<file path="src/rtl/aim_noc_switch_allocator.sv">
// 5x5 wormhole switch allocator: per-output round-robin locks held from head to tail flit.
// Define AIM_NOC_ALLOC_WATCHDOG_EN to add per-output stall watchdogs that force-release locks.
module aim_noc_switch_allocator #(
  parameter int unsigned WDOG_W = 8
) (
  input  logic        clk,
  input  logic        reset,
  input  logic [4:0]  req_valid,
  input  logic [14:0] req_port,
  input  logic [4:0]  req_tail,
  input  logic [4:0]  out_ready,
  output logic [4:0]  in_ready,
  output logic [4:0]  out_valid,
  output logic [14:0] xbar_sel,
  output logic        err_flag,
  output logic        wdog_flag
);

  localparam int unsigned NumPorts = 5;

  logic [4:0] owned_q, owned_d;
  logic [2:0] owner_q  [NumPorts];
  logic [2:0] owner_d  [NumPorts];
  logic [2:0] rr_ptr_q [NumPorts];
  logic [2:0] rr_ptr_d [NumPorts];
  logic       err_q, err_d;

`ifdef AIM_NOC_ALLOC_WATCHDOG_EN
  logic [WDOG_W-1:0] wdog_cnt_q [NumPorts];
  logic [WDOG_W-1:0] wdog_cnt_d [NumPorts];
  logic              wdog_q, wdog_d;
`else
  logic unused_wdog_w;
  assign unused_wdog_w = ^WDOG_W;
`endif

  logic [2:0] port_sel  [NumPorts];
  logic [4:0] illegal;
  logic [4:0] owns_any;
  logic [4:0] eligible  [NumPorts];
  logic [4:0] grant_vld;
  logic [2:0] grant_idx [NumPorts];
  logic [4:0] xfer;
  logic [4:0] tail_xfer;

  // Request decode and the "already owns an output" mask.
  always_comb begin
    illegal  = '0;
    owns_any = '0;
    for (int i = 0; i < NumPorts; i++) begin
      port_sel[i] = req_port[3*i +: 3];
      illegal[i]  = req_valid[i] && (port_sel[i] > 3'd4);
    end
    for (int o = 0; o < NumPorts; o++) begin
      for (int i = 0; i < NumPorts; i++) begin
        if (owned_q[o] && (owner_q[o] == 3'(i))) begin
          owns_any[i] = 1'b1;
        end
      end
    end
    for (int o = 0; o < NumPorts; o++) begin
      eligible[o] = '0;
      for (int i = 0; i < NumPorts; i++) begin
        eligible[o][i] = req_valid[i] && (port_sel[i] == 3'(o)) && !owns_any[i];
      end
    end
  end

  // Round-robin search from rr_ptr upward, wrapping 4 -> 0; only free outputs arbitrate.
  always_comb begin
    int idx;
    idx = 0;
    for (int o = 0; o < NumPorts; o++) begin
      grant_vld[o] = 1'b0;
      grant_idx[o] = 3'd0;
      if (!owned_q[o]) begin
        for (int k = 0; k < NumPorts; k++) begin
          idx = int'(rr_ptr_q[o]) + k;
          if (idx >= NumPorts) begin
            idx = idx - NumPorts;
          end
          if (!grant_vld[o] && eligible[o][idx]) begin
            grant_vld[o] = 1'b1;
            grant_idx[o] = 3'(idx);
          end
        end
      end
    end
  end

  always_comb begin
    for (int o = 0; o < NumPorts; o++) begin
      xfer[o]      = owned_q[o] && req_valid[owner_q[o]] && out_ready[o];
      tail_xfer[o] = xfer[o] && req_tail[owner_q[o]];
    end
  end

  always_comb begin
    owned_d = owned_q;
    err_d   = err_q | (|illegal);
`ifdef AIM_NOC_ALLOC_WATCHDOG_EN
    wdog_d  = wdog_q;
`endif
    for (int o = 0; o < NumPorts; o++) begin
      owner_d[o]  = owner_q[o];
      rr_ptr_d[o] = rr_ptr_q[o];
`ifdef AIM_NOC_ALLOC_WATCHDOG_EN
      wdog_cnt_d[o] = wdog_cnt_q[o];
`endif
      if (owned_q[o]) begin
        // The freed output sits out one cycle, giving the inter-packet bubble.
        if (tail_xfer[o]) begin
          owned_d[o] = 1'b0;
        end
`ifdef AIM_NOC_ALLOC_WATCHDOG_EN
        if (xfer[o]) begin
          wdog_cnt_d[o] = '0;
        end else if (wdog_cnt_q[o] == {WDOG_W{1'b1}}) begin
          owned_d[o]    = 1'b0;
          wdog_cnt_d[o] = '0;
          wdog_d        = 1'b1;
        end else begin
          wdog_cnt_d[o] = wdog_cnt_q[o] + 1'b1;
        end
`endif
      end else if (grant_vld[o]) begin
        owned_d[o]  = 1'b1;
        owner_d[o]  = grant_idx[o];
        rr_ptr_d[o] = (grant_idx[o] == 3'd4) ? 3'd0 : grant_idx[o] + 3'd1;
`ifdef AIM_NOC_ALLOC_WATCHDOG_EN
        wdog_cnt_d[o] = '0;
`endif
      end
    end
  end

  always_ff @(posedge clk) begin
    if (reset) begin
      owned_q <= '0;
      err_q   <= 1'b0;
      for (int o = 0; o < NumPorts; o++) begin
        owner_q[o]  <= 3'd0;
        rr_ptr_q[o] <= 3'd0;
`ifdef AIM_NOC_ALLOC_WATCHDOG_EN
        wdog_cnt_q[o] <= '0;
`endif
      end
`ifdef AIM_NOC_ALLOC_WATCHDOG_EN
      wdog_q <= 1'b0;
`endif
    end else begin
      owned_q <= owned_d;
      err_q   <= err_d;
      for (int o = 0; o < NumPorts; o++) begin
        owner_q[o]  <= owner_d[o];
        rr_ptr_q[o] <= rr_ptr_d[o];
`ifdef AIM_NOC_ALLOC_WATCHDOG_EN
        wdog_cnt_q[o] <= wdog_cnt_d[o];
`endif
      end
`ifdef AIM_NOC_ALLOC_WATCHDOG_EN
      wdog_q <= wdog_d;
`endif
    end
  end

  // Crossbar controls follow the lock combinationally; forced idle while reset is high.
  always_comb begin
    in_ready  = '0;
    out_valid = '0;
    xbar_sel  = '1;
    if (!reset) begin
      for (int o = 0; o < NumPorts; o++) begin
        if (owned_q[o]) begin
          out_valid[o]           = req_valid[owner_q[o]];
          in_ready[owner_q[o]]   = out_ready[o];
          xbar_sel[3*o +: 3]     = owner_q[o];
        end
      end
    end
  end

  assign err_flag = err_q;
`ifdef AIM_NOC_ALLOC_WATCHDOG_EN
  assign wdog_flag = wdog_q;
`else
  assign wdog_flag = 1'b0;
`endif

endmodule

</file>
<file path="config.mk">
export PLATFORM = sky130hd
export DESIGN_NAME = aim_noc_switch_allocator
export DESIGN_NICKNAME = d
export VERILOG_FILES = /design/src/rtl/aim_noc_switch_allocator.sv
export SDC_FILE = /design/constraint.sdc
export NUM_CORES = 1
export LEC_CHECK = 0
export ABC_AREA = 1
export BUFFER_PORTS_ARGS = -buffer_cell sky130_fd_sc_hd__clkbuf_2
export CAP_MARGIN = 20
export CORE_UTILIZATION = 25
export DETAILED_ROUTE_END_ITERATION = 7
export GPL_TIMING_DRIVEN = 0
export PLACE_DENSITY_LB_ADDON = 0.15
export RECOVER_POWER = 25
export SYNTH_ARGS = -nofsm -noshare
export SYNTH_HDL_FRONTEND = slang
export SYNTH_SLANG_ARGS = --single-unit
</file>
<file path="constraint.sdc">
create_clock -name clk -period 4.7 [get_ports clk]
set_input_delay 0.47 -clock clk [delete_from_list [all_inputs] [get_ports clk]]
set_output_delay 0.47 -clock clk [all_outputs]
set_load 0.01 [all_outputs]
</file>
# [Word-level counts from Yosys, hierarchy flattened]
# Memories as Yosys holds them, arrays and structs flattened.
# Index checks and enable logic that the tools add are counted.
[totals] mem_count=2 reg_bits=6 inputBits=32 ramBits=30 out_inout_bits=27
[mem_list] memory="owner_q" words=5 width=3 rd=5 rd_ports_with_merged_regs=0 wr=5 line="22" source="logic [2:0] owner_q [NumPorts];"
[mem_list] memory="rr_ptr_q" words=5 width=3 rd=5 rd_ports_with_merged_regs=0 wr=5 line="24" source="logic [2:0] rr_ptr_q [NumPorts];"
[op_classes] bitwise_logic=12 order_cmp=65 add_sub_neg=50 n_reduce_logical=156 muxes=339 eq_ne=45
[op_table] operator="two-way mux 32 bit" count=50
[op_table] operator="< comparator 32 x 5 -> 1 bit (second input constant)" count=25
[op_table] operator="two-way mux 3 bit" count=70
[op_table] operator="two-way mux 1 bit" count=163
[op_table] operator="logical AND 1 bit" count=120
[op_table] operator="binary-select mux 1 bit (select 3 bit)" count=35
[op_table] operator="subtractor 4 x 3 -> 5 bit (second input constant)" count=20
[op_table] operator="greater-or-equal comparator 4 x 3 -> 1 bit (second input constant)" count=20
[op_table] operator="equality test 3 x 2 -> 1 bit (second input constant)" count=20
[op_table] operator="two-way mux 5 bit" count=11
[op_table] operator="equality test 3 bit (second input constant)" count=15
[op_table] operator="adder 3 x 2 -> 4 bit (second input constant)" count=10
[op_table] operator="equality test 3 x 1 -> 1 bit (second input constant)" count=10
[op_table] operator="logical NOT 3 bit" count=10
[op_table] operator="logical NOT 1 bit" count=25
[op_table] operator="adder 3 x 1 -> 4 bit (second input constant)" count=5
[op_table] operator="adder 3 x 3 -> 4 bit (second input constant)" count=5
[op_table] operator="bitwise mux 5 bit" count=4
[op_table] operator="< comparator 3 x 4 -> 1 bit (second input constant)" count=5
[op_table] operator="subtractor 3 x 3 -> 4 bit (second input constant)" count=5
[op_table] operator="adder 3 x 1 -> 3 bit (second input constant)" count=5
[op_table] operator="demux 1 bit (select 3 bit)" count=5
[op_table] operator="greater-or-equal comparator 3 x 1 -> 1 bit (second input constant)" count=5
[op_table] operator="greater-or-equal comparator 3 bit (second input constant)" count=5
[op_table] operator="other kinds (5)" count=19

# [Logic depth before layout (Yosys ltp)]
# An unclocked memory read counts as a cell.
[depth] word_depth=36 mapped_depth=31

# [Least setup slack after synthesis]
# Ideal clock, no wire load.
[synth_path] path_type="reg-to-reg" from="memory rr_ptr_q[1][0] (netlist: rr_ptr_q[0][3])" to="memory rr_ptr_q[1][2] (netlist: rr_ptr_q[0][5])" setup_ns=0.070 path_stages_with_launch=22 n_path_buf=0 arrival_time_ns=3.044 path_slack_ns=1.586 path_cell_list="dfxtp_1 > clkinv_1 > ha_1 > inv_1 > nand3b_1 > nand2_1 > nand2_1 > o21ai_0 > nand3_1 > nand3_1 > nand2_1 > nor2_4 > nand4_1 > nor2_1 > nor2_1 > nand2_1 > inv_1 > ha_1 > nand3b_1 > nand2_1 > nand2_1 > a21oi_1"
[synth_lines] element="from (decl)" line="24"

==> results.cfg <==
[run_status]
status = finished, final reports clean

[route]
drtIter0Drc = 685
routed_via_density = 4.877
wl_microns = 29510
wl_per_cell_microns = 15.72
route.detailed.drc = 0
first_pass_iters = 5
num_vias = 9155
ant_nets = 0

[sta]
finalCriticalPeriod_ps = 3913
fmax_mhz = 255.6
setup_viol = 0
worst_pin_slew_ps = 935.6
whs_ps = 446.8
rsz0062_at_grt = false
relSlewSlack_pct = 37.15
drv_slew = 0
fin_skew_ps = 12.39
fin_crit_sh_pct = 83.25
tns_ps = 0
final_hold_viol_count = 0

[global_route]
grt_max_degree = 13
track_usage_pct = 17.98
grt_pass1_vias = 8564
antenna_found_initial = 0
gr-total-overflow = 0
grt_pass1_wl_microns = 46510

[pwr]
power_density_mw_per_mm2 = 774.0
p_leak_nw = 4.378
vdd_drop_max_v = 0.0002618
p_total_w = 0.006842

[placement]
place.gp.congestion = 0.8798
placed_area_sq_mm = 0.008710
place_hpwl_microns = 24180
portBuffers = 55

[clock_tree]
tritoncts = done
cts_buffer_depth = 2
cts_setup_buffers = 0
cts_resized = 0
root_buffer = clkbuf_16
clkSinkCount = 36
numCtsBuffers = 5
clk_pin_slew_ps = 70
cts_max_level = 2
ctsHoldBuffers = 0
clk_latency_ps = 290

[synthesis]
synthesis.nets = 1519
ys_seq_area_share_pct = 9.078
synth_area_sq_mm = 0.007939
yosys_warnings = 0
synth_ff_type = dfxtp_1
avgSynthCellArea_sq_um = 5.599
ys_seq_elements = 36
synthArstFlopShare_pct = 0
synth_cells = 1418
netlist-cell-type-count = 47
synth_edf_count = 0

[worst_setup_path]
cp-start-kind = flop
crit_type = flop to flop
cpLargestDelayFamily = simple AND/OR/NAND/NOR gates
cp-end-kind = flop
critPathArrivalTime_ps = 4060
cp_max_fo = 10
slowest_stage = dfxtp_1
critPathBufInv = 5
slowest_delay_ps = 470
crit_required_ps = 4840

[die]
design.core.area_sq_mm = 0.03091
die_h_microns = 180.2
die_w_microns = 180.2
start_util_pct = 25.68
io_pins = 59
num_rows = 64
die_area_sq_mm = 0.03247

[layout]
nets = 1581
fillCellCount = 3546
area_growth_pct = 11.35
drive_above_1_share_pct = 12.96
fin_util_pct = 28.60
final_area_sq_mm = 0.008840
antenna_cells = 0
final_cell_mix = 430 x nand2_1, 180 x inv_1, 166 x nand3_1
final_common_cell = nand2_1

[min_path]
holdCritPathClass = input port to flop

[job]
drv_cap = 0
## power by group
part | switching [W] | leakage (nW) | internal [W]
logic | 0.00408 | 4.01 | 0.00185
clock network | 0.000148 | 0.0736 | 0.000196
registers | 0.000154 | 0.296 | 0.000418
## flip-flops by register name, indices dropped and copies added, names as in the netlist
register / flops
err_flag: 1
owned_q: 5
owner_q: 15
rr_ptr_q: 15
## worst paths after layout
| path | startpoint | endpoint | slack (ps) | cells after the start |
|---|---|---|---|---|
| worst min register to register | owner_q[0][4] | owner_q[0][4] | 510 | 2 |
| worst min-delay path | reset | owned_q[4] | 450 | 2 |
| worst max-delay path | rr_ptr_q[0][6] | rr_ptr_q[0][8] | 790 | 25 |
| worst max register to register | rr_ptr_q[0][6] | rr_ptr_q[0][8] | 790 | 25 |
## Yosys cell counts (all sizes together), types with 17 or more instances
cell    number  area, sq um
xor2        21        183.9
nand3      181        988.4
nand4       24        195.2
ha          69        863.3
o21ai       75        405.4
dfxtp       36        720.7
nor3        23        125.1
buf         17        143.9
nand3b      19        142.6
inv        212        795.8
nor2       151        726.9
o211ai      21        157.7
a21oi       58        301.5
nand2      461         1823
## through the flow
step	setup WS, ps	instances
after global routing	367.2	1877
after global placement	840.3	1869
after floorplan	1586	1418
after CTS	826.1	1877
final	787.1	1877
after detailed placement	852.5	1869
## final cells by class
type	instances	area, sq um	share of cell area [%]
timing repair buffer	55	262.8	2.972
multi-input combinational	1147	6251	70.71
clock inverter	3	18.77	0.2123
sequential	36	720.7	8.153
clock buffer	5	125.1	1.415
buffer	21	162.7	1.840
tap	396	495.5	5.605
inverter	214	803.3	9.087
## kinds of logic (layout without fill, tap and decap cells)
logic type	Yosys count	in the layout	synth area share, %
other	1	1	0.04724
adders and majority gates	69	69	10.87
buffers and inverters	235	298	12.18
AOI/OAI and AO/OA	188	188	14.09
and+or+nand+nor	861	861	50.64
DFF	36	36	9.078
xor gates and xnor gates	28	28	3.089
## per-layer routing
layer	up-vias	part of all wire, %	global-route usage (%)	wire length [microns]
met3	28	3.6	1.637	1057
met4	0	1.7	4.034	492
met2	203	48	31.18	14040
li1	4731	-	-	-
met5	-	0	0	0
met1	4193	47	23.95	13920
(Power assumes the default switching activity.)
